===== config.mk =====
export PLATFORM = sky130hd
export DESIGN_NAME = multi_sample_fetcher_flat
export DESIGN_NICKNAME = d
export VERILOG_FILES = /design/src/rtl/multi_sample_fetcher_if.sv /design/src/rtl/multi_sample_fetcher.sv /design/src/flat_wrapper.sv
export SDC_FILE = /design/constraint.sdc
export NUM_CORES = 1
export LEC_CHECK = 0
export ABC_AREA = 1
export CELL_PAD_IN_SITES_DETAIL_PLACEMENT = 1
export CELL_PAD_IN_SITES_GLOBAL_PLACEMENT = 2
export CORE_MARGIN = 3
export CORE_UTILIZATION = 27
export DETAILED_ROUTE_END_ITERATION = 16
export PLACE_DENSITY = 0.77
export SYNTH_ARGS = -nofsm -noshare
export SYNTH_HDL_FRONTEND = slang
export SYNTH_SLANG_ARGS = --single-unit
export TNS_END_PERCENT = 20

===== constraint.sdc =====
create_clock -name clk -period 3.35 [get_ports clk]
set_clock_uncertainty 0.1 [all_clocks]
set_input_delay 0.335 -clock clk [delete_from_list [all_inputs] [get_ports clk]]
set_output_delay 0.335 -clock clk [all_outputs]
set_load 0.02 [all_outputs]

===== src/rtl/multi_sample_fetcher_if.sv =====
// multi_sample_fetcher_if: memory read port plus per-channel base and chunk handshakes of the sample fetcher
interface multi_sample_fetcher_if #(
  parameter int NUM_CH = 4,
  parameter int CHUNKS_PER_BUF = 64,
  parameter int ADDR_W = 29
);
  localparam int BASE_W = ADDR_W - $clog2(CHUNKS_PER_BUF);
  logic [ADDR_W-1:0] o_mem_addr;
  logic o_mem_read_en;
  logic [63:0] i_mem_data;
  logic i_mem_ack;
  logic [NUM_CH*BASE_W-1:0] i_base;
  logic [NUM_CH-1:0] i_base_valid;
  logic [NUM_CH-1:0] o_base_ack;
  logic [NUM_CH*64-1:0] o_chunk;
  logic [NUM_CH-1:0] o_chunk_valid;
  logic [NUM_CH-1:0] i_chunk_ack;
  logic [NUM_CH-1:0] o_buf_done;
  modport master (
    output o_mem_addr, o_mem_read_en, o_base_ack, o_chunk, o_chunk_valid, o_buf_done,
    input i_mem_data, i_mem_ack, i_base, i_base_valid, i_chunk_ack
  );
  modport slave (
    input o_mem_addr, o_mem_read_en, o_base_ack, o_chunk, o_chunk_valid, o_buf_done,
    output i_mem_data, i_mem_ack, i_base, i_base_valid, i_chunk_ack
  );
endinterface


===== src/rtl/multi_sample_fetcher.sv =====
// multi_sample_fetcher: round-robin refill of per-channel 64-bit chunk storage through one outstanding memory read.
// Define SAMPLE_FETCHER_PREFETCH_EN to give every channel a 2-entry FIFO instead of a single slot.
module multi_sample_fetcher #(
  parameter int NUM_CH = 4,
  parameter int CHUNKS_PER_BUF = 64,
  parameter int ADDR_W = 29
) (
  input logic clk,
  input logic rst,
  multi_sample_fetcher_if.master bus
);
  localparam int CIDX_W = $clog2(CHUNKS_PER_BUF);
  localparam int BASE_W = ADDR_W - CIDX_W;
  localparam int CH_W = NUM_CH > 1 ? $clog2(NUM_CH) : 1;
  typedef enum logic {IDLE, READ_WAIT} state_t;
  state_t r_state;
  logic [CH_W-1:0] r_gnt, r_rr, w_g;
  logic [NUM_CH-1:0] r_active, w_elig, w_push, w_pop, w_valid, w_base_ack;
  logic [BASE_W-1:0] r_base [NUM_CH];
  logic [CIDX_W-1:0] r_cidx [NUM_CH];
  logic w_any, w_issue, w_last;
  // first eligible channel at or after the round-robin pointer
  always_comb begin
    logic [CH_W:0] j;
    w_any = 1'b0;
    w_g = '0;
    j = '0;
    for (int k = NUM_CH - 1; k >= 0; k--) begin
      j = {1'b0, r_rr} + (CH_W+1)'(k);
      if (j >= (CH_W+1)'(NUM_CH)) j = j - (CH_W+1)'(NUM_CH);
      if (w_elig[j[CH_W-1:0]]) begin
        w_any = 1'b1;
        w_g = j[CH_W-1:0];
      end
    end
  end
  assign w_issue = ~rst & (r_state == IDLE) & w_any;
  assign w_last = r_cidx[w_g] == CIDX_W'(CHUNKS_PER_BUF - 1);
  assign w_base_ack = rst ? '0 : bus.i_base_valid & ~r_active;
  assign bus.o_mem_read_en = w_issue;
  assign bus.o_mem_addr = w_issue ? {r_base[w_g], r_cidx[w_g]} : '0;
  assign bus.o_buf_done = (w_issue & w_last) ? NUM_CH'(1) << w_g : '0;
  assign bus.o_base_ack = w_base_ack;
  assign bus.o_chunk_valid = w_valid;
  always_ff @(posedge clk) begin
    if (rst) begin
      r_state <= IDLE;
      r_gnt <= '0;
      r_rr <= '0;
      r_active <= '0;
      for (int i = 0; i < NUM_CH; i++) begin
        r_base[i] <= '0;
        r_cidx[i] <= '0;
      end
    end else begin
      for (int i = 0; i < NUM_CH; i++) begin
        if (w_base_ack[i]) begin
          r_base[i] <= bus.i_base[i*BASE_W +: BASE_W];
          r_active[i] <= 1'b1;
          r_cidx[i] <= '0;
        end
      end
      if (w_issue) begin
        r_state <= READ_WAIT;
        r_gnt <= w_g;
        r_rr <= (int'(w_g) == NUM_CH - 1) ? '0 : w_g + 1'b1;
        r_cidx[w_g] <= r_cidx[w_g] + 1'b1;
        if (w_last) r_active[w_g] <= 1'b0;
      end else if (r_state == READ_WAIT && bus.i_mem_ack) begin
        r_state <= IDLE;
      end
    end
  end
  for (genvar i = 0; i < NUM_CH; i++) begin : g_ch
    logic [63:0] r_head;
    assign w_push[i] = (r_state == READ_WAIT) & bus.i_mem_ack & (r_gnt == CH_W'(i));
    assign w_pop[i] = bus.i_chunk_ack[i] & w_valid[i];
    assign bus.o_chunk[i*64 +: 64] = r_head;
`ifdef SAMPLE_FETCHER_PREFETCH_EN
    logic [63:0] r_skid;
    logic [1:0] r_cnt;
    assign w_valid[i] = r_cnt != 2'd0;
    assign w_elig[i] = r_active[i] & ~r_cnt[1];
    // a full FIFO only takes a push together with a pop, so the skid entry shifts up
    always_ff @(posedge clk) begin
      if (rst) begin
        r_head <= '0;
        r_skid <= '0;
        r_cnt <= '0;
      end else begin
        if (w_pop[i] & r_cnt[1]) r_head <= r_skid;
        if (w_push[i] & ((r_cnt == 2'd0) | ((r_cnt == 2'd1) & w_pop[i]))) r_head <= bus.i_mem_data;
        if (w_push[i] & ((r_cnt == 2'd2) | ((r_cnt == 2'd1) & ~w_pop[i]))) r_skid <= bus.i_mem_data;
        r_cnt <= r_cnt + {1'b0, w_push[i]} - {1'b0, w_pop[i]};
      end
    end
`else
    logic r_valid;
    assign w_valid[i] = r_valid;
    assign w_elig[i] = r_active[i] & ~r_valid;
    always_ff @(posedge clk) begin
      if (rst) begin
        r_head <= '0;
        r_valid <= 1'b0;
      end else begin
        if (w_push[i]) r_head <= bus.i_mem_data;
        r_valid <= w_push[i] | (r_valid & ~w_pop[i]);
      end
    end
`endif
  end
endmodule

===== src/flat_wrapper.sv =====
// flat-port wrapper written by rule: the top's interface ports become plain ports
module multi_sample_fetcher_flat 
#(
  parameter int NUM_CH = 4,
  parameter int CHUNKS_PER_BUF = 64,
  parameter int ADDR_W = 29
)
  (clk, rst, bus_o_mem_addr, bus_o_mem_read_en, bus_o_base_ack, bus_o_chunk, bus_o_chunk_valid, bus_o_buf_done, bus_i_mem_data, bus_i_mem_ack, bus_i_base, bus_i_base_valid, bus_i_chunk_ack);
  multi_sample_fetcher_if #(.NUM_CH(NUM_CH), .CHUNKS_PER_BUF(CHUNKS_PER_BUF), .ADDR_W(ADDR_W)) bus_i ();
  input logic clk;
  input logic rst;
  output wire logic [$bits(bus_i.o_mem_addr)-1:0] bus_o_mem_addr;
  output wire logic [$bits(bus_i.o_mem_read_en)-1:0] bus_o_mem_read_en;
  output wire logic [$bits(bus_i.o_base_ack)-1:0] bus_o_base_ack;
  output wire logic [$bits(bus_i.o_chunk)-1:0] bus_o_chunk;
  output wire logic [$bits(bus_i.o_chunk_valid)-1:0] bus_o_chunk_valid;
  output wire logic [$bits(bus_i.o_buf_done)-1:0] bus_o_buf_done;
  input wire logic [$bits(bus_i.i_mem_data)-1:0] bus_i_mem_data;
  input wire logic [$bits(bus_i.i_mem_ack)-1:0] bus_i_mem_ack;
  input wire logic [$bits(bus_i.i_base)-1:0] bus_i_base;
  input wire logic [$bits(bus_i.i_base_valid)-1:0] bus_i_base_valid;
  input wire logic [$bits(bus_i.i_chunk_ack)-1:0] bus_i_chunk_ack;
  assign bus_o_mem_addr = bus_i.o_mem_addr;
  assign bus_o_mem_read_en = bus_i.o_mem_read_en;
  assign bus_o_base_ack = bus_i.o_base_ack;
  assign bus_o_chunk = bus_i.o_chunk;
  assign bus_o_chunk_valid = bus_i.o_chunk_valid;
  assign bus_o_buf_done = bus_i.o_buf_done;
  assign bus_i.i_mem_data = bus_i_mem_data;
  assign bus_i.i_mem_ack = bus_i_mem_ack;
  assign bus_i.i_base = bus_i_base;
  assign bus_i.i_base_valid = bus_i_base_valid;
  assign bus_i.i_chunk_ack = bus_i_chunk_ack;
  multi_sample_fetcher #(.NUM_CH(NUM_CH), .CHUNKS_PER_BUF(CHUNKS_PER_BUF), .ADDR_W(ADDR_W)) u_core (.clk(clk), .rst(rst), .bus(bus_i));
endmodule

==> metrics.yaml, run 1 <==
status: "complete, no violations"
grt_overflow: 0
start_util_pct: 27.53
timing.slew.headroom_pct: 34.93
dp_hpwl_um: 43600
drive_gt1_share_pct: 8.791
crit_top_cell: "nand2_4"
area_growth_pct: 46.33
clock_path_buffers: 3
syn_nets: 2033
worstMarginPinSlew_ns: 0.9760
rsz0062_at_grt: "yes"
insertion_delay_ns: 0.57
drv_cap: 0
hold_start: "bus_i_base[46]"
routed_wl_um: 63720
netlist_instances: 1861
drv_slew: 0
clock_sinks: 385
clk_pin_slew_ns: 0.06
total_power_w: 0.01712
setup-tns-final_ns: 0
cp_slowest_cell: "dfxtp_4"
core_area_um2: 55520
grt_use_total_pct: 20.66
hold_viol: 0
worstPathCellList: "inv_2 -> nand3_1 -> nand2_1 -> nand2_1 -> nand2_2 -> nand2_4 -> nand2_2 -> nand2_4 -> nand2_8 -> buf_4 -> nand2_1 -> o211ai_2 -> nand2_4 -> ha_4 -> nand2_4 -> nor2_8 -> nand2_4 -> nor2_1 -> buf_4"
vdd_drop_max_uv: 476.2
die-area_um2: 59500
crit_path_start_kind: "flip-flop"
yosysUniqueCellTypes: 30
critPathKind: "flip-flop to output port"
path_max_fanout: 13
die_y_um: 243.9
startpoint: "u_core.r_rr[0]$_SDFFE_PP0P_"
hp-class: "input port to flip-flop"
period_share_pct: 96.22
period_minus_slack_ns: 3.223
syn_avg_cell_area_um2: 8.213
synth_top_area_share_pct: 35.23
cts_tree: "built"
vias: 14170
drt_iter0_drc: 681
io_buffers: 464
cts_max_level: 2
critPathTopFamily: "simple AND/OR/NAND/NOR gates"
pwr_density_cell_nw_per_um2: 765.4
path_buf_inv: 3
max_freq_mhz: 310.2
r2r-start: "u_core.r_rr[0]$_SDFFE_PP0P_"
placementRows: 86
io_pins: 465
route.detailed.drc: 0
numCtsBuffers: 44
final_antenna_net_count: 0
critical_path_arrival_ns: 2.79
finalSetupViolations: 0
gp_congestion: 0.8421
yosys_warnings: 0
cp-end-kind: "output port"
cp_slowest_stage_delay_ns: 0.40
wl_per_cell_um: 20.65
grt_max_degree: 124
final_util_pct: 40.28
final_nets: 2472
crit_required_ns: 2.91
holdBufCountCts: 0
root_buffer: "clkbuf_16"
dr.pass1.iters: 5
antenna_found_initial: 8
nFillCells: 6567
synth_top_cell_by_area: "dfxtp_1"
via_per_inst: 4.591
seq_area_frac_synth_pct: 58.02
syn_area_um2: 15280
grt_pass1_wl_um: 94740
synth_area_leaders: "dfxtp_1 (35%), edfxtp_1 (23%), nor2_1 (17%)"
p_leak_nw: 9.528
grt_pass1_vias: 14850
ys_seq_elements: 385
fp.dieW_um: 243.9
Yosys cell counts, drive strengths merged:
library cell	count
o22ai	2
nor2	715
nand2	75
o21ai	309
ha	5
xor2	3
inv	143
o211ai	4
xnor2	1
nor3	4
dfxtp	269
nand3b	3
buf	25
clkbuf	94
a21oi	26
edfxtp	116
nand3	44
o21bai	23
metal layers:
| layer | global-route usage (%) | up-vias | wire [um] |
|---|---|---|---|
| met1 | 25.35 | 6910 | 26850 |
| met4 | 6.744 | 2 | 1661 |
| met3 | 7.039 | 86 | 4803 |
| met2 | 34.06 | 369 | 30390 |
| met5 | 0 | - | 11 |
| li1 | - | 6800 | - |
where the power goes:
part	internal (W)	switching, W
Combinational	0.00244	0.00408
Clock	0.00290	0.00205
Sequential	0.00538	0.000284
repair_timing:
| item | in CTS | in global routing |
|---|---|---|
| gates resized for setup | 101 | 46 |
| gates cloned | 1 | 2 |
| pin swaps | 2 | 4 |
| endpoints found under the setup margin | 33 | 30 |
| buffers inserted | 1 | 3 |
kinds of logic (layout without fill, tap and decap cells):
group                    Yosys count  count (layout)  share of synthesized area [%]
AND/OR/NAND/NOR                  841             841                          21.91
flip-flops                       385             385                          58.02
AO/OA/AOI/OAI                    364             364                          12.48
buffers and inverters            262             733                          6.901
adder cells (fa/ha/maj)            5               5                         0.4093
XOR/XNOR                           4               4                         0.2784
other                              0               6                              0
through the flow:
step	instance area [um2]	hold slack, ns	instances	setup WS, ns
detailed placement	20770	0.3981	2995	0.04535
global placement	20770	0.3907	2995	0.1122
floorplan	15280	0.3699	1861	0.6700
finish	22370	0.3125	3086	0.1267
CTS	22290	0.2737	3075	-0.09725
global route	22370	0.2891	3086	-0.08125
registers in the layout, indices dropped and copies added, names as in the netlist:
name	flops
u_core.g_ch.r_valid	4
u_core.r_gnt	2
u_core.r_state	1
u_core.r_active	4
u_core.r_rr	2
u_core.g_ch.r_head	256
u_core.r_base	92
u_core.r_cidx	24
cell type report:
type                    instances  area, um2  area share (%)
flip-flops and latches        385       8874           39.67
multi-input cells            1214       5464           24.43
repair buffers                512       5060           22.62
clock buffers                  63       1282           5.734
well taps                     748      935.9           4.184
inverters                     143      548.0           2.450
clock inverters                15      187.7          0.8391
diodes                          6      15.01         0.06713
cell usage in the layout (no fill, tap or decap), types with 5 or more instances in the layout:
cell,count
nor2_1,712
clkdlybuf4s50_1,431
o21ai_0,299
dfxtp_1,267
inv_1,134
edfxtp_1,116
nand2_1,53
clkbuf_16,46
buf_4,44
nand3_1,42
a21oi_1,23
nand2_2,16
o21bai_1,14
buf_2,12
clkbuf_8,11
o21ai_1,9
o21bai_2,9
clkbuf_1,8
clkinv_2,7
diode_2,6
inv_2,6
buf_12,6
nand2_4,5
dlygate4sd2_1,5
tightest hold or removal path, stage by stage:
cell and delay (ns):
clkdlybuf4s50_1 0.40, inv_1 0.05, nor2_1 0.03
final timing paths:
path,to,slack (ns),cells past startpoint
setup reg to reg,u_core.r_cidx[0][0]$_SDFFCE_PN0P_,0.60,15
hold reg to reg,u_core.g_ch[1].r_head[10]$_SDFFE_PP0P_,0.41,2
hold / removal,u_core.r_base[2][0]$_SDFFCE_PN0P_,0.31,3
setup / recovery,bus_o_buf_done[2],0.13,19
No activity file was read; power rests on OpenSTA's default activity.
==> run 2, diff against run 1 <==
HOLD_SLACK_MARGIN = 0.02   (was default)
==> results of run 2 <==
The final DEF is identical to that of run 1; final timing and power are the same.
==> run 3, diff against run 2 <==
CTS_BUF_LIST = sky130_fd_sc_hd__clkbuf_4   (was default)
GPL_TIMING_DRIVEN = 0   (was default)
SETUP_SLACK_MARGIN = 0.15   (was default)
==> run 3 against run 2 <==
Net effect:
- the flow now finishes with violations (negative setup slack)
- combinational power grew 19%
- via count grew 9.0%
- total power up 3.0%
- setup slack got worse by 0.27 ns
- clock-buffer cell count increased by 97
- worst hold slack lost 0.21 ns
- first-iteration DRC count fell by 12%
==> metrics.yaml, run 3 (synthesized netlist as in run 1, its figures left out) <==
grt_use_total_pct: 22.46
pwr_density_cell_nw_per_um2: 732.7
placed_cells: 3073
crit_required_ns: 2.91
hold_start: "bus_i_base[70]"
swShare_pct: 39.64
clk_pin_slew_ns: 0.06
cp_slowest_cell: "dfxtp_2"
setup_ws_ns: -0.1428
placementRows: 86
insertion_delay_ns: 0.83
core_area_um2: 55520
top_register: "u_core.g_ch.r_head"
r2r-start: "u_core.r_rr[0]$_SDFFE_PP0P_"
vias: 15440
hold_ws_ns: 0.1036
via_per_inst: 4.545
area_growth_pct: 57.40
cts_tree: "built"
internal-power_w: 0.01064
min_to: "u_core.r_base[3][1]$_SDFFCE_PN0P_"
start_util_pct: 27.53
p_leak_nw: 10.28
final_nets: 2740
startpoint: "u_core.r_rr[0]$_SDFFE_PP0P_"
dp_hpwl_um: 50060
grt_max_degree: 24
cp-end-kind: "output port"
drt_iter0_drc: 598
path_max_fanout: 10
reg_top3: "u_core.g_ch.r_head: 256 flops, u_core.r_base: 92 flops, u_core.r_cidx: 24 flops"
vdd_drop_max_uv: 299.4
rsz0062_at_grt: "yes"
clock_path_buffers: 3
period_share_pct: 104.3
multi_input_area_um2: 5799
hold_depth: 3
final_cell_count_no_fill: 3397
crit_path_start_kind: "flip-flop"
grt_overflow: 0
p_seq_share_pct: 32.0
nFillCells: 6663
period_minus_slack_ns: 3.493
status: "complete, but fails checks"
final-seq-area_um2: 8871
largest_register_ffs: 256
cts_max_level: 3
layout_common_cells: "nor2_1 (697), clkdlybuf4s50_1 (430), o21ai_0 (284)"
cp_slowest_stage_delay_ns: 0.34
numCtsBuffers: 109
root_buffer: "clkbuf_4"
die-area_um2: 59500
hp-class: "input port to flip-flop"
dr.pass1.iters: 4
p_comb_share_pct: 43.8
gp_congestion: 0.8359
hold_viol: 0
layout.cells.most_common: "nor2_1"
critical_path_arrival_ns: 3.06
r2r_cells: 15
die_y_um: 243.9
route.detailed.drc: 0
antenna_found_initial: 11
wl_per_cell_um: 20.41
clock_sinks: 385
grt_pass1_wl_um: 102100
grt_pass1_vias: 16640
critPathKind: "flip-flop to output port"
reg2reg_to: "u_core.r_cidx[1][1]$_SDFFCE_PN0P_"
final_antenna_net_count: 0
worstMarginPinSlew_ns: 0.9737
fp.dieW_um: 243.9
r2r_setup_slack_ns: 0.40
max_freq_mhz: 286.3
worstPathCellList: "buf_12 -> nand3_1 -> nand2_2 -> inv_2 -> nand2_4 -> nand3_4 -> buf_4 -> nand3b_1 -> nand3_2 -> nand2_2 -> ha_4 -> nand2_4 -> nor2_8 -> nand2_8 -> nor2_4 -> buf_6"
setup-tns-final_ns: -0.8100
violations: "negative setup slack"
drv_cap: 0
total_power_w: 0.01763
io_pins: 465
routed_wl_um: 69330
drv_slew: 0
io_buffers: 464
power.switching_w: 0.006988
drive_gt1_share_pct: 13.87
finalSetupViolations: 17
timing.slew.headroom_pct: 34.93
pwr-share-clk_pct: 24.2
[run 3: changes by cell type in the layout (fill, tap and decap cells not counted), moves of 13 or more]
cell           change
dlygate4sd3_1    +103
o21ai_1           +13
nand2_4           +14
clkbuf_1          +82
nand2_1           -15
clkinv_1          +16
o21ai_0           -15
buf_6             +23
clkbuf_16         -44
nor2_1            -15
clkbuf_4         +160
[run 3: area by class of cell]
| cell class | instances | area share (%) |
|---|---|---|
| Sequential cell | 385 | 36.87 |
| Timing Repair Buffer | 596 | 24.49 |
| Multi-Input combinational cell | 1214 | 24.11 |
| Clock buffer | 160 | 4.993 |
| Tap cell | 748 | 3.890 |
| Buffer | 119 | 2.845 |
| Inverter | 143 | 2.283 |
| Clock inverter | 22 | 0.4161 |
| Antenna cell | 10 | 0.1040 |
[run 3: worst max-delay path by stage]
stage / endpoint / slack, ns / cells after the start
4_1_cts: bus_o_buf_done[1] / -0.24 / 20
6_report: bus_o_buf_done[3] / -0.14 / 16
3_5_place_dp: u_core.r_base[3][13]$_SDFFCE_PN0P_ / -0.59 / 5
2_1_floorplan: bus_o_buf_done[0] / 0.67 / 18
5_1_grt: bus_o_buf_done[3] / -0.37 / 16
3_3_place_gp: u_core.r_base[3][12]$_SDFFCE_PN0P_ / -0.54 / 5
[run 3: per-layer routing]
| metal | part of all wire (%) | vias to the layer above | track usage, % |
|---|---|---|---|
| met5 | 0.019 | - | 0 |
| met3 | 8.2 | 138 | 8.607 |
| met2 | 49 | 465 | 38.25 |
| met1 | 40 | 7401 | 25.41 |
| met4 | 3.5 | 2 | 8.753 |
| li1 | - | 7432 | - |
[run 3: through the flow]
stage	setup WS (ns)	area, um2	util [%]
after global routing	-0.3743	24060	43.33
after floorplan	0.6700	15280	-
after global placement	-0.5439	20870	37.58
after detailed placement	-0.5941	20870	37.58
final	-0.1428	24060	43.33
after CTS	-0.2392	23680	42.65
[run 3: power by group through the flow]
stage	registers, W	clock network, W	logic [W]
5_1_grt	0.00570	0.00465	0.00830
3_3_place_gp	0.00569	0	0.00603
2_1_floorplan	0.00606	0	0.00314
6_report	0.00564	0.00426	0.00773
4_1_cts	0.00563	0.00440	0.00713
3_5_place_dp	0.00571	0	0.00612
[run 3: critical path: cells and delay by family (launching register included)]
family	cells	cell delay [ns]
DFF	1	0.34
buffers and inverters	4	0.52
adders and majority gates	1	0.16
and+or+nand+nor	11	1.19
[run 3: what timing repair did]
action	in CTS	in global routing
pin swaps	29	31
cloned	0	1
hold buffers	103	0
resized for setup	282	86
endpoints found under the setup margin	58	54
setup buffers	21	7
hold endpoints to repair	132	0
